[src/rtl/tron_dir_decoder.sv]
// tron_dir_decoder
// Turns the PS/2 set-2 scan-code stream from the keyboard receiver into
// per-player steering directions for TRON. A small prefix FSM separates
// make codes from break (F0) and extended (E0) sequences. WASD steers
// player 1. The extended arrow keys steer player 2. Enter raises a one-cycle
// start pulse. Each player holds a pending request that is committed on the
// game tick. A request that would reverse the committed heading is rejected.
//
// Direction encoding: 00 up, 01 right, 10 down, 11 left; reverse(d) = d ^ 2'b10.

module tron_dir_decoder #(
    parameter logic [1:0] P1_INIT_DIR = 2'b01,
    parameter logic [1:0] P2_INIT_DIR = 2'b11
) (
    input  logic       clk,
    input  logic       resetn,
    input  logic [7:0] scan_code,
    input  logic       scan_code_ready,
    input  logic       tick,
    output logic [1:0] p1_dir,
    output logic [1:0] p2_dir,
    output logic [1:0] dir_changed,
    output logic       start_pulse
);

    // ------------------------------------------------------------------
    // Scan-code constants (PS/2 set 2)
    // ------------------------------------------------------------------
    localparam logic [7:0] CODE_BREAK  = 8'hF0;
    localparam logic [7:0] CODE_EXT    = 8'hE0;
    localparam logic [7:0] CODE_ENTER  = 8'h5A;

    localparam logic [7:0] CODE_W      = 8'h1D;
    localparam logic [7:0] CODE_D      = 8'h23;
    localparam logic [7:0] CODE_S      = 8'h1B;
    localparam logic [7:0] CODE_A      = 8'h1C;

    localparam logic [7:0] CODE_UP     = 8'h75;
    localparam logic [7:0] CODE_RIGHT  = 8'h74;
    localparam logic [7:0] CODE_DOWN   = 8'h72;
    localparam logic [7:0] CODE_LEFT   = 8'h6B;

    localparam logic [1:0] DIR_UP      = 2'b00;
    localparam logic [1:0] DIR_RIGHT   = 2'b01;
    localparam logic [1:0] DIR_DOWN    = 2'b10;
    localparam logic [1:0] DIR_LEFT    = 2'b11;

    // ------------------------------------------------------------------
    // Prefix FSM states
    // ------------------------------------------------------------------
    typedef enum logic [1:0] {
        ST_IDLE      = 2'b00,
        ST_BREAK     = 2'b01,
        ST_EXT       = 2'b10,
        ST_EXT_BREAK = 2'b11
    } state_t;

    // ------------------------------------------------------------------
    // Helper functions
    // ------------------------------------------------------------------

    // Opposite heading: flipping bit 1 swaps up/down and right/left.
    function automatic logic [1:0] dir_reverse(input logic [1:0] dir);
        dir_reverse = dir ^ 2'b10;
    endfunction

    // True when a normal (unprefixed) make code is one of the WASD keys.
    function automatic logic is_p1_code(input logic [7:0] code);
        case (code)
            CODE_W, CODE_D, CODE_S, CODE_A: is_p1_code = 1'b1;
            default:                        is_p1_code = 1'b0;
        endcase
    endfunction

    // Heading requested by a WASD make code (only meaningful if is_p1_code).
    function automatic logic [1:0] p1_code_dir(input logic [7:0] code);
        case (code)
            CODE_W:  p1_code_dir = DIR_UP;
            CODE_D:  p1_code_dir = DIR_RIGHT;
            CODE_S:  p1_code_dir = DIR_DOWN;
            CODE_A:  p1_code_dir = DIR_LEFT;
            default: p1_code_dir = DIR_UP;
        endcase
    endfunction

    // True when an extended (E0-prefixed) make code is an arrow key.
    function automatic logic is_p2_code(input logic [7:0] code);
        case (code)
            CODE_UP, CODE_RIGHT, CODE_DOWN, CODE_LEFT: is_p2_code = 1'b1;
            default:                                   is_p2_code = 1'b0;
        endcase
    endfunction

    // Heading requested by an arrow-key make code (only meaningful if is_p2_code).
    function automatic logic [1:0] p2_code_dir(input logic [7:0] code);
        case (code)
            CODE_UP:    p2_code_dir = DIR_UP;
            CODE_RIGHT: p2_code_dir = DIR_RIGHT;
            CODE_DOWN:  p2_code_dir = DIR_DOWN;
            CODE_LEFT:  p2_code_dir = DIR_LEFT;
            default:    p2_code_dir = DIR_UP;
        endcase
    endfunction

    // ------------------------------------------------------------------
    // State
    // ------------------------------------------------------------------
    state_t     state_q,        state_d;
    logic [1:0] p1_pending_q,   p1_pending_d;
    logic [1:0] p1_commit_q,    p1_commit_d;
    logic [1:0] p2_pending_q,   p2_pending_d;
    logic [1:0] p2_commit_q,    p2_commit_d;
    logic [1:0] dir_changed_q,  dir_changed_d;
    logic       start_pulse_q,  start_pulse_d;

    // Decode strobes, valid only in the cycle the byte arrives.
    logic       normal_make_s;
    logic       ext_make_s;
    logic       p1_req_vld_s;
    logic [1:0] p1_req_dir_s;
    logic       p2_req_vld_s;
    logic [1:0] p2_req_dir_s;
    logic       start_req_s;
    logic       p1_accept_s;
    logic       p2_accept_s;

    // Prefix FSM next state; flags which bytes are real make codes.
    always_comb begin
        state_d       = state_q;
        normal_make_s = 1'b0;
        ext_make_s    = 1'b0;
        if (scan_code_ready) begin
            case (state_q)
                ST_IDLE: begin
                    if (scan_code == CODE_BREAK) begin
                        state_d = ST_BREAK;
                    end else if (scan_code == CODE_EXT) begin
                        state_d = ST_EXT;
                    end else begin
                        state_d       = ST_IDLE;
                        normal_make_s = 1'b1;
                    end
                end
                ST_BREAK: begin
                    // Key release: byte is consumed and dropped.
                    state_d = ST_IDLE;
                end
                ST_EXT: begin
                    if (scan_code == CODE_BREAK) begin
                        state_d = ST_EXT_BREAK;
                    end else if (scan_code == CODE_EXT) begin
                        // Repeated E0 keeps the extended prefix alive.
                        state_d = ST_EXT;
                    end else begin
                        state_d    = ST_IDLE;
                        ext_make_s = 1'b1;
                    end
                end
                ST_EXT_BREAK: begin
                    state_d = ST_IDLE;
                end
                default: begin
                    state_d = ST_IDLE;
                end
            endcase
        end else begin
            state_d = state_q;
        end
    end

    // Map make codes onto player requests and the start request.
    always_comb begin
        p1_req_vld_s = 1'b0;
        p1_req_dir_s = DIR_UP;
        p2_req_vld_s = 1'b0;
        p2_req_dir_s = DIR_UP;
        start_req_s  = 1'b0;
        if (normal_make_s) begin
            p1_req_vld_s = is_p1_code(scan_code);
            p1_req_dir_s = p1_code_dir(scan_code);
            start_req_s  = (scan_code == CODE_ENTER);
        end else if (ext_make_s) begin
            // Keypad Enter (E0 5A) is deliberately not a start key.
            p2_req_vld_s = is_p2_code(scan_code);
            p2_req_dir_s = p2_code_dir(scan_code);
        end else begin
            p1_req_vld_s = 1'b0;
            p2_req_vld_s = 1'b0;
        end
    end

    // Reversal filter, pending update and tick commit for both players.
    // A request accepted in a tick cycle goes straight through pending_d
    // into the commit, so the same-cycle case needs no special path.
    always_comb begin
        p1_accept_s   = p1_req_vld_s && (p1_req_dir_s != dir_reverse(p1_commit_q));
        p2_accept_s   = p2_req_vld_s && (p2_req_dir_s != dir_reverse(p2_commit_q));

        p1_pending_d  = p1_pending_q;
        p2_pending_d  = p2_pending_q;
        p1_commit_d   = p1_commit_q;
        p2_commit_d   = p2_commit_q;
        dir_changed_d = 2'b00;

        if (p1_accept_s) begin
            p1_pending_d = p1_req_dir_s;
        end else begin
            p1_pending_d = p1_pending_q;
        end

        if (p2_accept_s) begin
            p2_pending_d = p2_req_dir_s;
        end else begin
            p2_pending_d = p2_pending_q;
        end

        if (tick) begin
            p1_commit_d      = p1_pending_d;
            p2_commit_d      = p2_pending_d;
            dir_changed_d[0] = (p1_pending_d != p1_commit_q);
            dir_changed_d[1] = (p2_pending_d != p2_commit_q);
        end else begin
            p1_commit_d   = p1_commit_q;
            p2_commit_d   = p2_commit_q;
            dir_changed_d = 2'b00;
        end

        start_pulse_d = start_req_s;
    end

    // State and output registers with synchronous active-low reset.
    always_ff @(posedge clk) begin
        if (!resetn) begin
            state_q       <= ST_IDLE;
            p1_pending_q  <= P1_INIT_DIR;
            p1_commit_q   <= P1_INIT_DIR;
            p2_pending_q  <= P2_INIT_DIR;
            p2_commit_q   <= P2_INIT_DIR;
            dir_changed_q <= 2'b00;
            start_pulse_q <= 1'b0;
        end else begin
            state_q       <= state_d;
            p1_pending_q  <= p1_pending_d;
            p1_commit_q   <= p1_commit_d;
            p2_pending_q  <= p2_pending_d;
            p2_commit_q   <= p2_commit_d;
            dir_changed_q <= dir_changed_d;
            start_pulse_q <= start_pulse_d;
        end
    end

    assign p1_dir      = p1_commit_q;
    assign p2_dir      = p2_commit_q;
    assign dir_changed = dir_changed_q;
    assign start_pulse = start_pulse_q;

endmodule

[config.mk]
export PLATFORM = sky130hd
export DESIGN_NAME = tron_dir_decoder
export DESIGN_NICKNAME = d
export VERILOG_FILES = /design/src/rtl/tron_dir_decoder.sv
export SDC_FILE = /design/constraint.sdc
export NUM_CORES = 1
export LEC_CHECK = 0
export CORE_MARGIN = 2
export CORE_UTILIZATION = 56
export CTS_BUF_LIST = sky130_fd_sc_hd__clkbuf_8
export CTS_CLUSTER_DIAMETER = 60
export DETAILED_ROUTE_END_ITERATION = 6
export MAX_ROUTING_LAYER = met4
export PLACE_DENSITY = 0.86
export SYNTH_ARGS = -nofsm -noshare
export SYNTH_HDL_FRONTEND = slang
export SYNTH_SLANG_ARGS = --single-unit
[constraint.sdc]
create_clock -name clk -period 3.6 [get_ports clk]
set_input_delay 0.72 -clock clk [delete_from_list [all_inputs] [get_ports clk]]
set_output_delay 0.72 -clock clk [all_outputs]
set_load 0.03 [all_outputs]
* Word-level counts from Yosys, hierarchy flattened *
Index checks and enable logic that the tools add are counted.

word-level totals
  bits in registers = 13
  output and inout bits = 7

cells by class
  equality and inequality tests = 18
  reductions and logical operators = 8
  multiplexer cells = 22
  bitwise gates (word level) = 2

operators by type and width
  cell                                                 count
  equality test 8 x 7 -> 1 bit, second input constant  5
  equality test 8 x 5 -> 1 bit, second input constant  3
  one-hot mux 2 bit (3 select lines)                   3
  equality test 8 bit, second input constant           2
  two-way mux 2 bit                                    8
  two-way mux 1 bit                                    11
  equality test 8 x 6 -> 1 bit, second input constant  1
  != test 2 bit                                        4
  OR reduction 4 bit                                   2
  equality test 2 bit, second input constant           2
  AND reduction 2 bit                                  2
  equality test 2 x 1 -> 1 bit, second input constant  1
  logical AND 1 bit                                    2
  logical NOT 2 bit                                    1
  NOT 1 bit                                            2
  OR reduction 2 bit                                   1

* Depth between registers and ports, before layout *
Gate-level depths: netlist (run 1).

  word-level depth = 11
  gate-level depth with buffers = 9
  gate-level depth less buffers = 7

* Worst setup path before layout (run 1) *
Ideal clock, no wire load.

  path kind = in2reg
  start = in scan_code[0]
  end = reg dir_changed_q[1], in the netlist dir_changed[1]
  arrival = 2,378 ps
  stages = 7
  data required time = 3,530 ps
  slack = 1,152 ps
  library setup time = 70 ps
  cells stage by stage = buf_2 or3b_4 a2111oi_4 mux2i_1 a221o_1 xor2_1 a21oi_1

on the way
  word-level cells in the longest chain between the ends = 11

ends and longest elaborated chain
  item                   line      text
  start, declared        17        input logic [7:0] scan_code,
  equality test 8 bit    137, 151
  two-way mux 1 bit      137, 151
  two-way mux 1 bit      135       if (scan_code == CODE_BREAK) begin
  two-way mux 1 bit      133       case (state_q)
  two-way mux 1 bit      132       if (scan_code_ready) begin
  two-way mux 2 bit      182       end else if (ext_make_s) begin
  two-way mux 2 bit      178       if (normal_make_s) begin
  != test 2 bit          197       p2_accept_s = p2_req_vld_s && (p2_req_dir_s != dir_reverse(p2_commit_q));
  logical AND 1 bit      197
  two-way mux 2 bit (*)  211       if (p2_accept_s) begin
  != test 2 bit (*)      221       dir_changed_d[1] = (p2_pending_d != p2_commit_q);
  end signal, assigned   247       dir_changed_q <= dir_changed_d;
  end, declared          113       logic [1:0] dir_changed_q, dir_changed_d;

Every way passes the cells marked *; elsewhere a longest branch is shown, timed or not.
A chain may end at the register's enable or synchronous reset.

* Final worst setup path (run 1) *
  start = in scan_code[3]
  end = reg dir_changed_q[0], in the netlist dir_changed[0]

on the way
  word-level cells in the longest chain between the ends = 10

ends and longest elaborated chain
  item                   line  text
  equality test 8 bit    137   end else if (scan_code == CODE_EXT) begin
  two-way mux 1 bit      137
  two-way mux 1 bit      135
  two-way mux 1 bit      133
  two-way mux 1 bit      132
  two-way mux 2 bit      178
  != test 2 bit          196   p1_accept_s = p1_req_vld_s && (p1_req_dir_s != dir_reverse(p1_commit_q));
  logical AND 1 bit      196
  two-way mux 2 bit (*)  205   if (p1_accept_s) begin
  != test 2 bit (*)      220   dir_changed_d[0] = (p1_pending_d != p1_commit_q);

Marks and branches as above.

==> summary.md, run 1 <==
| Metric | Value |
|---|---|
| Outcome | `complete, no violations` |
| CTS Buf Count | `3` |
| CTS clk-pin slew, worst paths | `0.06 ns` |
| Final TNS setup | `0 ns` |
| CP Cell Sequence | `clkdlybuf4s50_1 > nor4bb_1 > nand2_1 > a31oi_1 > a21oi_1 > nor3_2 > xnor2_1 > a21oi_1` |
| RR Endpoint | `dir_changed[0]$_SDFF_PN0_` |
| GPL Wtd Cong | `0.837` |
| Placed Area | `approximately 1100 sq um` |
| Primary FF master, synth | `dfxtp_1` |
| Fmax | `approximately 330 MHz` |
| Die area | `between 2000 and 2500 sq um` |
| Nets | `~150` |
| Final wirelength | `2240 um` |
| Tightest Pin Transition | `approximately 0.64 ns` |
| Util after Layout | `76.1%` |
| Post-CTS sizing | `0` |
| Post-synth EDFFs | `0` |
| Synth top area share | `27.4%` |
| Port Buffers | `18` |
| Die width | `45.2 um` |
| Avg WL per Cell | `14.8 um` |
| Synthesized area per cell | `8.04 sq um` |
| Max-cap violations | `0` |
| Slew headroom | `56.9%` |
| Worst Setup Start Kind | `primary input` |
| Layout cells sized above 1 | `under 10%` |
| Starting density of the core | `between 60% and 70%` |
| Cell count after synthesis | `118` |
| Final setup violation count | `0` |
| Synthesized area | `948 sq um` |
| Seq/Total Area, Yosys | `27.4%` |
| Die height | `45.2 um` |
| Hold path cells | `2` |
| Number of global-route vias before repair | `911` |
| Critical path data arrival time | `3.18 ns` |
| Vias/cell | `6.38` |
| Cell area after layout | `about 1200 sq um` |
| Crit path required time | `3.73 ns` |
| Initial DRC Count | `31` |
| Vias | `963` |
| Crit-path slowest cell | `clkdlybuf4s50_1` |
| Dominant cell by count in the synthesized netlist | `nand2_1` |
| Max clock buf depth | `2` |
| H-tree depth | `1` |
| Total core area | `approximately 1500 sq um` |
| Antenna violations before repair | `0` |
| Layout Cells excl Fill | `151` |
| CTS tree | `built` |
| Worst Hold Launch | `state_q[0]$_SDFFE_PN0P_` |
| Crit-path max cell delay | `around 0.67 ns` |
| Part of the cycle the worst path needs | `84.8%` |
| Largest net degree at the start of global routing | `13` |
| Fin. max-slew vios | `0` |
| Synth top area cells | `dfxtp_1 (27%), nand2_1 (5.5%), nand2b_1 (4.6%)` |
| Worst Hold Path EP | `state_q[1]$_SDFFE_PN0P_` |
| Crit path time final | `3.05 ns` |
| First-pass GRT wire length | `3950 um` |
| Worst reg-to-reg setup slack | `around 1.7 ns` |
| Remaining DRCs | `0` |
| Distinct cells, synth | `between 40 and 50` |
| Number of diodes | `0` |
| Leak pwr | `approximately 0.38 nW` |
| Top cells by count, synth | `nand2_1 (14), dfxtp_1 (13), inv_1 (7), nand2b_1 (7), a21oi_1 (6)` |
| Unrepaired setup endpoints after global routing | `no` |
| Grt total ovfl | `0` |
| Fin. Hold Viols | `0` |
| Floorplan row count | `14` |
| Antenna viol nets, final | `0` |
| Min-Delay Path Class | `flip-flop to flip-flop` |
| WS Path Type | `primary input to flip-flop` |
| Setup bufs post-CTS | `0` |
| Syn nets | `130` |
| R2R depth | `7` |
| Worst Setup End Kind | `flip-flop` |
| Skew final | `0.00666 ns` |
| Ys async rst share | `0%` |
| Clock sink count | `13` |
| Post-CTS Hold Buffers | `0` |
| Cell mode on critical path | `a21oi_1` |
| Worst Path Max Fanout | `10` |
| Yosys reg bits | `13` |
| Synthesis Warnings | `0` |
| CP Launch Point | `scan_code[3]` |
| FF-to-FF Start | `state_q[0]$_SDFFE_PN0P_` |
| Router iterations before antenna repair | `4` |
| # IOs | `19` |
| Area growth syn-to-layout | `23.6%` |
| Area leader, netlist | `dfxtp_1` |
| Root Buffer | `clkbuf_8` |
| PwrDens | `289 nW/um^2` |
| Peak supply drop | `0.000342 V` |
| Tot GR Track Use | `26.8%` |
| Worst skew pair latency | `0.24 ns` |
| Dpl cells | `about 150` |
| HPWL Detailed | `1700 um` |
-- worst max path at each step --
stage	end	depth (start not counted)
2_1_floorplan	dir_changed[1]$_SDFF_PN0_	7
3_3_place_gp	dir_changed[0]$_SDFF_PN0_	8
3_5_place_dp	dir_changed[0]$_SDFF_PN0_	8
4_1_cts	dir_changed[0]$_SDFF_PN0_	8
5_1_grt	dir_changed[0]$_SDFF_PN0_	8
6_report	dir_changed[0]$_SDFF_PN0_	8
-- critical path: cells and delay by family --
kind	cells	cell delay (ns)
AOI/OAI and AO/OA	3	0.59
and+or+nand+nor	3	1.05
buffers and inverters	1	0.67
xor gates and xnor gates	1	0.15
-- placed cells by master (no fill, tap or decap), drive strengths merged, types with 3 or more instances in the layout --
cell type      instances
nand3                  3
clkbuf                 3
o21ai                  4
inv                    8
xnor2                  4
nand2b                 7
nor4                   3
a21oi                  6
dfxtp                 13
nand2                 14
clkdlybuf4s50         18
o211ai                 3
nor2b                  5
nand4                  5
nor3                   3
-- area by class of cell --
type	instances	area [sq um]
Sequential cell	13	260
Fill cell	118	369
Timing Repair Buffer	18	180
Tap cell	16	20.0
Multi-Input combinational cell	93	641
Inverter	7	26.3
Clock inverter	1	3.75
Clock buffer	3	41.3
-- logic make-up after synthesis --
group,after synthesis,share of synthesized area (%)
AOI/OAI and AO/OA,29,23.7
and+or+nand+nor,56,36.1
muxes,2,2.11
DFF,13,27.4
xor gates and xnor gates,6,5.54
buffers and inverters,12,5.01
-- stage by stage --
stage	hold slack [ns]	setup WS (ns)	power, mW
final	0.547	0.546	0.338
after global routing	0.575	0.397	0.352
after detailed placement	0.546	0.304	0.213
after CTS	0.554	0.560	0.338
after floorplan	0.517	1.15	0.186
after global placement	0.536	0.425	0.211
-- per-layer routing --
layer	track usage (%)	up-vias	share of wire [%]
met1	31.9	453	42
met2	46.0	34	52
li1	-	474	-
met3	5.20	2	5.4
met5	-	-	0
met4	7.06	0	0.45
-- where the power goes --
group	switching [mW]	leakage, nW	internal (mW)	total, mW
registers	0.00437	0.106	0.147	0.152
logic	0.0315	0.248	0.0276	0.0591
clock network	0.0524	0.0269	0.0752	0.128
total	0.0883	0.381	0.250	0.338
-- registers in the layout, indices dropped and copies added, names as in the netlist --
name and cells:
dir_changed 2, p1_dir 2, p1_pending_q 2, start_pulse 1, p2_dir 2, p2_pending_q 2
state_q 2
Power figures use the tool's default switching activity.
==> run 2: changes to the inputs <==
--- a/config.mk
+++ b/config.mk
@@ -6,12 +6,12 @@
 export NUM_CORES = 1
 export LEC_CHECK = 0
 export CORE_MARGIN = 2
-export CORE_UTILIZATION = 56
+export CORE_UTILIZATION = 52
 export CTS_BUF_LIST = sky130_fd_sc_hd__clkbuf_8
 export CTS_CLUSTER_DIAMETER = 60
 export DETAILED_ROUTE_END_ITERATION = 6
 export MAX_ROUTING_LAYER = met4
-export PLACE_DENSITY = 0.86
+export PLACE_DENSITY = 0.81
 export SYNTH_ARGS = -nofsm -noshare
 export SYNTH_HDL_FRONTEND = slang
 export SYNTH_SLANG_ARGS = --single-unit
==> constraint.sdc (replaced) <==
create_clock -name clk -period 3 [get_ports clk]
set_input_delay 0.6 -clock clk [delete_from_list [all_inputs] [get_ports clk]]
set_output_delay 0.6 -clock clk [all_outputs]
set_load 0.03 [all_outputs]
==> run 2 against run 1 <==
Compared with the run above:
- worst setup slack worse by 0.26 ns
- flip-flop and latch count did not move
- cell count rose by 11%
- die area grew 7.0%
- power is 23% higher
- sequential share of layout area down 1.1 points
- via count is 2.6% higher
- utilization fell by 4.5 points
- non-clock buffer count up 7
- global-route usage is 1.6 points lower
- largest power group unchanged
==> summary.md, run 2 (synthesis results as in run 1) <==
| Metric | Value |
|---|---|
| Outcome | `complete, no violations` |
| Post-CTS sizing | `0 (unchanged)` |
| GPL Wtd Cong | `0.828 (-1.1%)` |
| Worst skew pair latency | `0.25 ns (about the same)` |
| Fin. max-slew vios | `0 (unchanged)` |
| Min-Delay Path Class | `flip-flop to flip-flop` |
| Min setup slack post-route | `0.281 ns (-0.265 ns)` |
| Vias/cell | `5.92 (-7.2%)` |
| CTS Buf Count | `3 (unchanged)` |
| Die area | `2180 sq um (+7.0%)` |
| Tightest Pin Transition | `0.489 ns (-0.150 ns)` |
| Crit path required time | `3.18 ns (-0.55 ns)` |
| Clock sink count | `13 (unchanged)` |
| Fin. Hold Viols | `0 (unchanged)` |
| Remaining DRCs | `0 (unchanged)` |
| Total core area | `1730 sq um (+12%)` |
| Vias | `988 (+2.6%)` |
| Placed Area | `1190 sq um (+5.7%)` |
| Dpl cells | `163 (+11%)` |
| Initial DRC Count | `29 (-6.5%)` |
| Router iterations before antenna repair | `4 (unchanged)` |
| Worst Setup End Kind | `flip-flop` |
| FF-to-FF Start | `state_q[0]$_SDFFE_PN0P_` |
| Worst Path Max Fanout | `10 (unchanged)` |
| First-pass GRT wire length | `3800 um (-3.8%)` |
| Layout cells sized above 1 | `9.15% (+4.7 points)` |
| Crit-path slowest cell | `clkdlybuf4s50_1` |
| Leak pwr | `0.415 nW (+9.1%)` |
| Area growth syn-to-layout | `30.3%` |
| Final setup violation count | `0 (unchanged)` |
| CP Launch Point | `scan_code[3]` |
| Critical path data arrival time | `2.89 ns (-0.29 ns)` |
| Avg WL per Cell | `14.1 um (-4.6%)` |
| Part of the cycle the worst path needs | `90.6%` |
| CTS clk-pin slew, worst paths | `0.06 ns (about the same)` |
| Top delay family on crit path | `compound AO/OA/AOI/OAI gates` |
| Largest net degree at the start of global routing | `13 (unchanged)` |
| Crit path time final | `2.72 ns` |
| Die width | `46.7 um (+3.4%)` |
| Worst Path Buf+Inv | `1 (unchanged)` |
| Tot GR Track Use | `25.2% (-1.6 points)` |
| Filler Cell Count | `144 (+22%)` |
| Max clock buf depth | `2 (unchanged)` |
| Commonest non-fill, non-tap cells in the layout | `clkdlybuf4s50_1 (18), nand2_1 (14), dfxtp_1 (13)` |
| Fmax | `368 MHz` |
| WS Path Type | `primary input to flip-flop` |
| Post-CTS Hold Buffers | `0 (unchanged)` |
| Max-cap violations | `0 (unchanged)` |
| Number of global-route vias before repair | `876 (-3.8%)` |
| Port Buffers | `18 (unchanged)` |
| Most common cell after layout, fill and taps aside | `clkdlybuf4s50_1` |
| Floorplan row count | `15 (+1)` |
| Crit-path max cell delay | `0.60 ns (-0.07 ns)` |
| Cell area after layout | `1240 sq um (+5.4%)` |
| Grt total ovfl | `0 (unchanged)` |
| Starting density of the core | `54.9% (-6.6 points)` |
| Worst Hold Launch | `state_q[0]$_SDFFE_PN0P_` |
| Nets | `155 (+4.7%)` |
| Unrepaired setup endpoints after global routing | `no` |
| Worst Setup Start Kind | `primary input` |
| Antenna violations before repair | `0 (unchanged)` |
| CP Cell Sequence | `clkdlybuf4s50_1 > or3b_4 > a2111oi_4 > mux2i_1 > a221o_1 > xor2_1 > a21oi_1` |
| Skew final | `0.00528 ns (-0.00138 ns)` |
| Worst hold slack | `0.555 ns (+0.00746 ns)` |
| H-tree depth | `1 (unchanged)` |
| Pre-CTS worst setup slack | `0.0735 ns (-0.230 ns)` |
| Peak supply drop | `0.000342 V (+0.12%)` |
| Die height | `46.7 um (+3.4%)` |
| Antenna viol nets, final | `0 (unchanged)` |
| Layout Cells excl Fill | `167 (+11%)` |
| Final TNS setup | `0 ns (unchanged)` |
| Number of diodes | `0 (unchanged)` |
| Slew headroom | `66.9% (+9.9 points)` |
| # IOs | `19 (unchanged)` |
| Setup bufs post-CTS | `0 (unchanged)` |
| Root Buffer | `clkbuf_8` |
| Final wirelength | `2360 um (+5.5%)` |
| HPWL Detailed | `1720 um (+1.5%)` |
| CTS tree | `built` |
| PwrDens | `336 nW/um^2 (+16%)` |
==> run 2: where the power goes <==
group | switching (mW) | leakage [nW] | total [mW] | internal, mW
clock | 0.0679 | 0.0269 | 0.158 | 0.0905
combinational | 0.0387 | 0.283 | 0.0753 | 0.0365
sequential | 0.00515 | 0.106 | 0.182 | 0.177
==> run 2: layout make-up <==
| cell class | count | area (sq um) | share of cell area, % |
|---|---|---|---|
| inverters | 7 | 26.3 | 2.13 |
| multi-input cells | 93 | 641 | 51.8 |
| clock buffers | 3 | 41.3 | 3.34 |
| well taps | 25 | 31.3 | 2.53 |
| repair buffers | 25 | 233 | 18.8 |
| clock inverters | 1 | 3.75 | 0.304 |
| flip-flops and latches | 13 | 260 | 21.1 |
==> run 2: worst reg2reg max path, stage by stage (launching register included) <==
cell and delay, ns:
dfxtp_1 0.32, nor2b_1 0.20, o311ai_1 0.21, a31oi_1 0.34, a21oi_1 0.13, nor3_2 0.26, xnor2_1 0.17, a21oi_1 0.08
==> run 2: final timing paths <==
| kind | to | cells after the start | slack [ns] |
|---|---|---|---|
| hold reg to reg | state_q[1]$_SDFFE_PN0P_ | 2 | 0.55 |
| hold / removal | state_q[1]$_SDFFE_PN0P_ | 2 | 0.55 |
| setup reg to reg | dir_changed[0]$_SDFF_PN0_ | 7 | 1.18 |
| setup / recovery | dir_changed[1]$_SDFF_PN0_ | 7 | 0.28 |
==> run 2: routing by layer <==
metal	vias to the layer above	track usage (%)	wire length, um
met4	0	5.56	29
li1	490	-	-
met2	32	44.4	1210
met1	460	29.6	1030
met5	-	-	0
met3	6	4.71	98
==> run 2: per-stage QoR <==
| step | power, mW | util, % |
|---|---|---|
| after global placement | 0.257 | 69.0 |
| after CTS | 0.413 | 71.6 |
| after global routing | 0.430 | 71.6 |
| after detailed placement | 0.259 | 69.0 |
| after floorplan | 0.223 | - |
| final | 0.415 | 71.6 |
==> run 3: changes to the inputs <==
--- a/config.mk
+++ b/config.mk
@@ -12,6 +12,8 @@
 export DETAILED_ROUTE_END_ITERATION = 6
 export MAX_ROUTING_LAYER = met4
 export PLACE_DENSITY = 0.81
+export RECOVER_POWER = 50
 export SYNTH_ARGS = -nofsm -noshare
 export SYNTH_HDL_FRONTEND = slang
 export SYNTH_SLANG_ARGS = --single-unit
+export TNS_END_PERCENT = 1
==> run 3 against run 2 <==
Compared with the run above:
- design area unchanged
- power down 0.68%
- maximum frequency up 0.16%
- sequential power about the same
- largest power group unchanged
==> summary.md, run 3 (synthesis results as in run 1) <==
| Metric | Value |
|---|---|
| Max clock buf depth | `2 (unchanged)` |
| R2R depth | `7 (unchanged)` |
| Met1 usage | `29.6% (unchanged)` |
| Total core area | `1730 sq um (unchanged)` |
| Layout Cells excl Fill | `167 (unchanged)` |
| Die height | `46.7 um (unchanged)` |
| Die width | `46.7 um (unchanged)` |
| GR Util met3 | `4.71% (unchanged)` |
| Crit-path slowest cell | `clkdlybuf4s50_1` |
| Remaining DRCs | `0 (unchanged)` |
| Worst reg-to-reg setup slack | `1.18 ns (about the same)` |
| Tightest Pin Transition | `0.490 ns (+0.000662 ns)` |
| Floorplan row count | `15 (unchanged)` |
| Clock group share of total power | `38.1% (about the same)` |
| Fmax | `368 MHz (+0.16%)` |
| Final setup violation count | `0 (unchanged)` |
| Hold path cells | `2 (unchanged)` |
| Dpl cells | `163 (unchanged)` |
| Final TNS setup | `0 ns (unchanged)` |
| FF-to-FF Start | `state_q[0]$_SDFFE_PN0P_` |
| Avg WL per Cell | `14.0 um (-1.1%)` |
| Skew final | `0.00380 ns (-0.00149 ns)` |
| Area growth syn-to-layout | `30.3% (unchanged)` |
| GR peak layer | `met2` |
| Antenna viol nets, final | `0 (unchanged)` |
| CTS tree | `built` |
| Peak supply drop | `0.000337 V (-1.4%)` |
| RR Endpoint | `dir_changed[0]$_SDFF_PN0_` |
| Slew headroom | `66.8% (about the same)` |
| Vias | `984 (-0.40%)` |
| Combinational Power Share | `17.9% (-0.2 points)` |
| Router iterations before antenna repair | `4 (unchanged)` |
| Max-cap violations | `0 (unchanged)` |
| Worst Setup End Kind | `flip-flop` |
| Fin. Hold Viols | `0 (unchanged)` |
| Worst Setup Start Kind | `primary input` |
| Root Buffer | `clkbuf_8` |
| Crit path time final | `2.71 ns (-0.00429 ns)` |
| Largest net degree at the start of global routing | `13 (unchanged)` |
| Worst Path Max Fanout | `10 (unchanged)` |
| Commonest non-fill, non-tap cells in the layout | `nand2_1 (14), dfxtp_1 (13), clkdlybuf4s50_1 (11)` |
| PwrDens | `334 nW/um^2 (-0.68%)` |
| Unrepaired setup endpoints after global routing | `no` |
| Worst Hold Launch | `state_q[0]$_SDFFE_PN0P_` |
| Worst skew pair latency | `0.24 ns (about the same)` |
| Crit-path max cell delay | `0.59 ns (about the same)` |
| Pwr Total | `0.413 mW (-0.68%)` |
| Final wirelength | `2340 um (-1.1%)` |
| Filler Cell Count | `144 (unchanged)` |
| First-pass GRT wire length | `3800 um (unchanged)` |
| Port Buffers | `18 (unchanged)` |
| GR Layer Usage met2 | `44.4% (unchanged)` |
| Setup bufs post-CTS | `0 (unchanged)` |
| HPWL Detailed | `1720 um (unchanged)` |
| Layout cells sized above 1 | `9.15% (unchanged)` |
| Part of the cycle the worst path needs | `90.5% (-0.14 points)` |
| Number of diodes | `0 (unchanged)` |
| Starting density of the core | `54.9% (unchanged)` |
| Leak pwr | `0.423 nW (+1.7%)` |
| WS Path Type | `primary input to flip-flop` |
| Min-Delay Path Class | `flip-flop to flip-flop` |
| CP Launch Point | `scan_code[3]` |
| Vias/cell | `5.89 (-0.40%)` |
| Antenna violations before repair | `0 (unchanged)` |
| CP Cell Sequence | `clkdlybuf4s50_1 > or3b_4 > a2111oi_4 > mux2i_1 > a221o_1 > xor2_1 > a21oi_1` |
| Clock sink count | `13 (unchanged)` |
| H-tree depth | `1 (unchanged)` |
| Tot GR Track Use | `25.2% (unchanged)` |
| Sequential share of power | `44.0% (+0.3 points)` |
| GPL Wtd Cong | `0.828 (unchanged)` |
| Grt total ovfl | `0 (unchanged)` |
| Post-CTS sizing | `0 (unchanged)` |
| Int Pwr | `0.302 mW (-0.36%)` |
| Critical path data arrival time | `2.89 ns (about the same)` |
| Outcome | `complete, no violations` |
| Worst Hold Path EP | `state_q[1]$_SDFFE_PN0P_` |
| # IOs | `19 (unchanged)` |
| Number of global-route vias before repair | `876 (unchanged)` |
| Nets | `155 (unchanged)` |
| CTS clk-pin slew, worst paths | `0.06 ns (about the same)` |
| Crit path required time | `3.17 ns (about the same)` |
| CTS Buf Count | `3 (unchanged)` |
| Switching power | `0.110 mW (-1.5%)` |
| Post-CTS Hold Buffers | `0 (unchanged)` |
| Initial DRC Count | `29 (unchanged)` |
| Die area | `2180 sq um (unchanged)` |
| Most common cell after layout, fill and taps aside | `nand2_1` |
| Fin. max-slew vios | `0 (unchanged)` |
| Switching portion of total power | `26.7% (-0.23 points)` |
run 3: cell count changes in the layout (fill, tap and decap cells not counted):
cell and delta:
dlygate4sd3_1 +7, clkdlybuf4s50_1 -7
run 3: layout make-up:
| cell class | count | area (sq um) | area share [%] |
|---|---|---|---|
| clock buffers | 3 | 41.3 | 3.34 |
| flip-flops and latches | 13 | 260 | 21.1 |
| clock inverters | 1 | 3.75 | 0.304 |
| inverters | 7 | 26.3 | 2.13 |
| well taps | 25 | 31.3 | 2.53 |
| multi-input cells | 93 | 641 | 51.8 |
| repair buffers | 25 | 233 | 18.8 |
run 3: per-stage QoR:
step                cell area, sq um  hold slack, ns  worst slack (ns)  util [%]
floorplan                        948           0.517             0.672         -
global route                    1240           0.585             0.107      71.6
finish                          1240           0.553             0.286      71.6
detailed placement              1190           0.547            0.0735      69.0
global placement                1190           0.536             0.103      69.0
CTS                             1240           0.556             0.311      71.6
run 3: worst max path at each step:
stage	endpoint	slack (ns)
after floorplan	dir_changed[1]$_SDFF_PN0_	0.67
after global placement	dir_changed[1]$_SDFF_PN0_	0.10
after detailed placement	dir_changed[1]$_SDFF_PN0_	0.07
after CTS	dir_changed[0]$_SDFF_PN0_	0.31
after global routing	dir_changed[1]$_SDFF_PN0_	0.11
final	dir_changed[1]$_SDFF_PN0_	0.29
run 3: layer usage:
layer  vias up  wire length [um]
li1        490                 -
met4         0                13
met5         -                 0
met1       469              1020
met2        23              1220
met3         2                78
run 3: power groups by stage:
stage                     sequential (mW)  combinational (mW)  clock [mW]
after global routing                0.182              0.0808       0.166
after floorplan                     0.189              0.0336           0
after detailed placement            0.185              0.0736           0
after global placement              0.185              0.0724           0
after CTS                           0.182              0.0747       0.157
final                               0.181              0.0740       0.157
run 3: critical path, delay by kind of cell:
kind	cells	cell delay (ns)
xor+xnor	1	0.16
buf+inv	1	0.59
simple gates	1	0.46
mux	1	0.13
compound gates	3	0.94
